`src/rtl/if_queue.sv`:
```
`default_nettype none
// ============================================================================
// Module : if_queue
// Desc   : First-word-fall-through instruction queue between fetch and decode,
//          holding {instr, pc, pcp4} tuples; flush empties it in one cycle.
// Rev    : 1.0  initial release
// ============================================================================
module if_queue #(
  parameter int XLEN  = 32,
  parameter int DEPTH = 4,
  localparam int AW   = $clog2(DEPTH)
) (
  input  logic            clk,
  input  logic            rst,
  input  logic            flush,
  input  logic            in_valid,
  output logic            in_ready,
  input  logic [XLEN-1:0] in_instr,
  input  logic [XLEN-1:0] in_pc,
  input  logic [XLEN-1:0] in_pcp4,
  output logic            out_valid,
  input  logic            out_ready,
  output logic [XLEN-1:0] out_instr,
  output logic [XLEN-1:0] out_pc,
  output logic [XLEN-1:0] out_pcp4,
  output logic [AW:0]     count
);

  localparam int            c_ew       = 3 * XLEN;
  localparam logic [AW:0]   c_full     = (AW + 1)'(DEPTH);
  localparam logic [AW:0]   c_cnt_zero = '0;
  localparam logic [AW:0]   c_cnt_one  = (AW + 1)'(1);
  localparam logic [AW-1:0] c_ptr_one  = AW'(1);

  logic [c_ew-1:0] r_mem [DEPTH];
  logic [AW-1:0]   r_wp;
  logic [AW-1:0]   r_rp;
  logic [AW:0]     r_count;

  logic            w_push;
  logic            w_pop;
  logic [c_ew-1:0] w_head;

  assign in_ready  = (r_count != c_full);
  assign out_valid = (r_count != c_cnt_zero);
  assign count     = r_count;

  // Flush masks both handshakes so wrong-path traffic never touches state.
  assign w_push = in_valid & in_ready & ~flush;
  assign w_pop  = out_valid & out_ready & ~flush;

  assign w_head    = r_mem[r_rp];
  assign out_instr = w_head[3*XLEN-1:2*XLEN];
  assign out_pc    = w_head[2*XLEN-1:XLEN];
  assign out_pcp4  = w_head[XLEN-1:0];

  // Storage is data-only and intentionally left unreset.
  always_ff @(posedge clk) begin
    if (w_push) begin
      r_mem[r_wp] <= {in_instr, in_pc, in_pcp4};
    end
  end

  always_ff @(posedge clk or negedge rst) begin
    if (!rst) begin
      r_wp    <= '0;
      r_rp    <= '0;
      r_count <= '0;
    end else if (flush) begin
      r_wp    <= '0;
      r_rp    <= '0;
      r_count <= '0;
    end else begin
      if (w_push) begin
        r_wp <= r_wp + c_ptr_one;
      end
      if (w_pop) begin
        r_rp <= r_rp + c_ptr_one;
      end
      if (w_push && !w_pop) begin
        r_count <= r_count + c_cnt_one;
      end else if (w_pop && !w_push) begin
        r_count <= r_count - c_cnt_one;
      end
    end
  end

endmodule
`default_nettype wire

```
`config.mk`:
```
export PLATFORM = sky130hd
export DESIGN_NAME = if_queue
export DESIGN_NICKNAME = d
export VERILOG_FILES = /design/src/rtl/if_queue.sv
export SDC_FILE = /design/constraint.sdc
export NUM_CORES = 1
export LEC_CHECK = 0
export BUFFER_PORTS_ARGS = -buffer_cell sky130_fd_sc_hd__buf_2
export CAP_MARGIN = 20
export CELL_PAD_IN_SITES_DETAIL_PLACEMENT = 1
export CELL_PAD_IN_SITES_GLOBAL_PLACEMENT = 1
export CORE_MARGIN = 10
export CORE_UTILIZATION = 40
export DETAILED_ROUTE_END_ITERATION = 10
export PLACE_DENSITY_LB_ADDON = 0.1
export SKIP_CTS_REPAIR_TIMING = 1
export SYNTH_ARGS = -nofsm -noshare
export SYNTH_HDL_FRONTEND = slang
export SYNTH_SLANG_ARGS = --single-unit
export TNS_END_PERCENT = 50
```
`constraint.sdc`:
```
create_clock -name clk -period 3.5 [get_ports clk]
set_clock_uncertainty 0.2 [all_clocks]
set_input_delay 0.7 -clock clk [delete_from_list [all_inputs] [get_ports clk]]
set_output_delay 0.7 -clock clk [all_outputs]
set_load 0.05 [all_outputs]
```
==> results.txt <==
The run finished with clean final reports. By startpoint and endpoint, the worst setup path is classified as reg -> out. Dividing total power by cell area gives a power density of 777 nW/um2.

The detailed router placed 6,750 vias in this run. Relative to the synthesized area, the layout overhead comes to 21.7%. The worst pin sits at a relative slew slack of 0.612.

After clock tree synthesis, the clock-pin slew on the worst setup and hold paths is 0.06 ns. In this run the critical register-to-register path is captured at count[2]. The global placer's final weighted congestion came out at 0.746. In this run the worst setup path terminates at out_pcp4[17]. After detailed placement, the design holds a cell count of 1,220.

The total clock sinks is 391. The post-DP HPWL came out at 21,400 um. TritonCTS built the clock tree. Setup violations remaining at the end of the flow were counted as 0. The most used flip-flop cell after synthesis is edfxtp_1. During synthesis, Yosys emitted a total of 0 warnings. The startpoint identified for the worst register-to-register timing path is count[2]. The peak clock frequency supported by timing came out at 299 MHz. Counting every net in the synthesized netlist gives 669. The data arrival time of the critical path came out at 2.44 ns.

The detailed-router iteration count before antenna repair came out at 5. The initial cell density of the core is 0.405. Sorting the synthesized cells by area gives the leading types as edfxtp_1, mux4_2, dfrtp_1. The number of ports placed on the die boundary came out at 202.

The startpoint type of the worst setup path is a flop. In the routed design, unresolved DRC markers number 0. The number of clock buffers added by TritonCTS is 44. The number of different library cells in the post-synthesis netlist is 33. The ratio of final minimum period to clock period is 0.955. The number of global-route vias before repair is 7,690. The maximum net fanout on the critical path is 24.

The wire length of the first global-routing pass came out at 49,500 um. The core occupancy in the finished layout came out at 0.492. The number of antenna violations at the first check in global routing came to 3. The net count of the finished layout is 912. The final critical delay including setup and external delays came out at 3.34 ns.

The worst-case reg-to-reg path depth is 6. In the synthesized netlist the async set-or-reset flop fraction comes to 0.0179. The die is 210 um wide. In this run the tool buffered the top-level ports with 201 buffer cells. The height of the chip is 210 um.

The most common cell after layout, fill and taps aside is edfxtp_1. The full die area came out at 44,000 um2. The max-slew violation count was 0. The per-cell routed wire length is 25.4 um. For this run, the register share of the synthesized area comes to 0.813. Across the VDD grid, the largest voltage drop is 507 uV.

The later pin in the worst-skew pair is clocked with a latency of 0.55 ns. The placeable core region is 35,600 um2. Global routing finished with a remaining overflow of 0.

Data on the critical path is required at its endpoint by 2.60 ns. The total wire length after detailed routing came out at 32,900 um. The number of synthesized flops with an enable pin is 384.

The mean post-synth cell area is 25.6 um2. The depth of the CTS H-tree is 2. The total leakage power came out at 0.00583 uW. The number of hold violations in the final report was 0.

The area of the mapped netlist is 14,400 um2. The first routing iteration left 383 violations. The top cell types in the final layout, fill and taps aside, are edfxtp_1, buf_2, mux4_2, clkbuf_16, buf_12. After technology mapping, the gate count stands at 563. The actual transition at the worst max-transition pin came out at 0.582 ns. Setup repair after global routing left no endpoint under its margin. The area fraction of the dominant cell type after synthesis is 0.801. No sink is reached through more buffers than the 3 on the longest clock path. Of the cells placed in the final design, the portion with a size suffix greater than 1 is 0.457. The worst reg-to-reg setup slack came out at 0.81 ns.

The via count normalized by instance count came out at 5.20. The largest total area in the synthesized netlist belongs to edfxtp_1. The tightest min-delay check is of the in -> reg type. The worst hold path begins at in_pcp4[8]. The tree is rooted in a clkbuf_16. For this run, the number of standard cells in the final layout without fillers is 1,299. The maximum number of pins on one net before global-route repair is 58. The worst setup path is captured at a primary output. The final setup TNS is 0 ns. Tracing the worst setup path back leads to its startpoint at r_rp[0].

Across every metal layer, demand over resource in global routing totals 0.149. The tool flagged a number of max-cap violations equal to 0. The remaining antenna violation count after routing is 0. The number of flip-flops and latches in the synthesized netlist came out at 391. The floorplan has 69 rows.
-- stage by stage --
stage / worst slack (ns) / area [um2] / hold slack, ns / total power, uW
floorplan: -0.641 / 14400 / 0.204 / 8460
global route: 0.00943 / 17500 / 0.142 / 14200
detailed placement: 0.647 / 16200 / 0.353 / 9500
finish: 0.158 / 17500 / 0.161 / 13600
global placement: 0.695 / 16200 / 0.348 / 9450
CTS: 0.0635 / 17500 / -0.250 / 13800
-- flip-flops by register name (all words and copies together) (netlist names) --
name / flops
count: 3
r_rp: 2
r_wp: 2
r_mem: 384
-- cell families after synthesis --
logic type,share of synthesized area
AO/OA/AOI/OAI,0.00608
XOR/XNOR,0.00122
adder cells (fa/ha/maj),0.00487
buffers and inverters,0.0133
flip-flops,0.813
multiplexers,0.153
AND/OR/NAND/NOR,0.00826
-- how the worst min path moves through the flow --
stage / end / slack, ns / cells past startpoint
after floorplan: count[0] / 0.20 / 0
after global placement: count[2] / 0.35 / 1
after detailed placement: count[2] / 0.35 / 1
after CTS: count[2] / -0.25 / 1
after global routing: r_mem[2][63] / 0.14 / 1
final: r_mem[3][8] / 0.16 / 1
-- layout make-up --
class | count | area (um2)
well taps | 461 | 577
clock buffers | 57 | 1170
inverters | 6 | 22.5
diodes | 2 | 5.00
repair buffers | 223 | 1350
flip-flops and latches | 391 | 11700
multi-input cells | 140 | 2510
fillers | 3183 | 18100
clock inverters | 19 | 168
-- synth_stat cells (2+ instances only) --
cell / count
edfxtp_1: 384
mux4_2: 96
buf_2: 14
nor2_1: 9
dfrtp_1: 7
clkbuf_1: 6
inv_1: 6
and2_1: 4
ha_1: 4
buf_6: 3
a21oi_1: 2
mux2_2: 2
mux2i_1: 2
nand3_1: 2
nand3b_1: 2
o21ai_0: 2
xor2_1: 2
-- critical path, cell delays in order, from the launching register on --
cell and delay (ns):
dfrtp_4 0.80, buf_12 0.27, mux4_2 0.56, buf_2 0.24
-- per-layer routing --
layer / global-route usage / wire (um) / up-vias
met3: 0.0398 / 2210 / 43
met5: 0 / 29 / -
met1: 0.193 / 13900 / 3597
met2: 0.241 / 16200 / 195
met4: 0.0494 / 576 / 4
li1: - / - / 2911
-- power breakdown --
part / internal, uW / switching (uW) / leakage (uW) / total, uW
clock: 2560 / 1730 / 0.000648 / 4290
sequential: 5400 / 175 / 0.00357 / 5580
combinational: 1210 / 2540 / 0.00161 / 3740
Note: power is estimated with default switching activity, not from simulation.
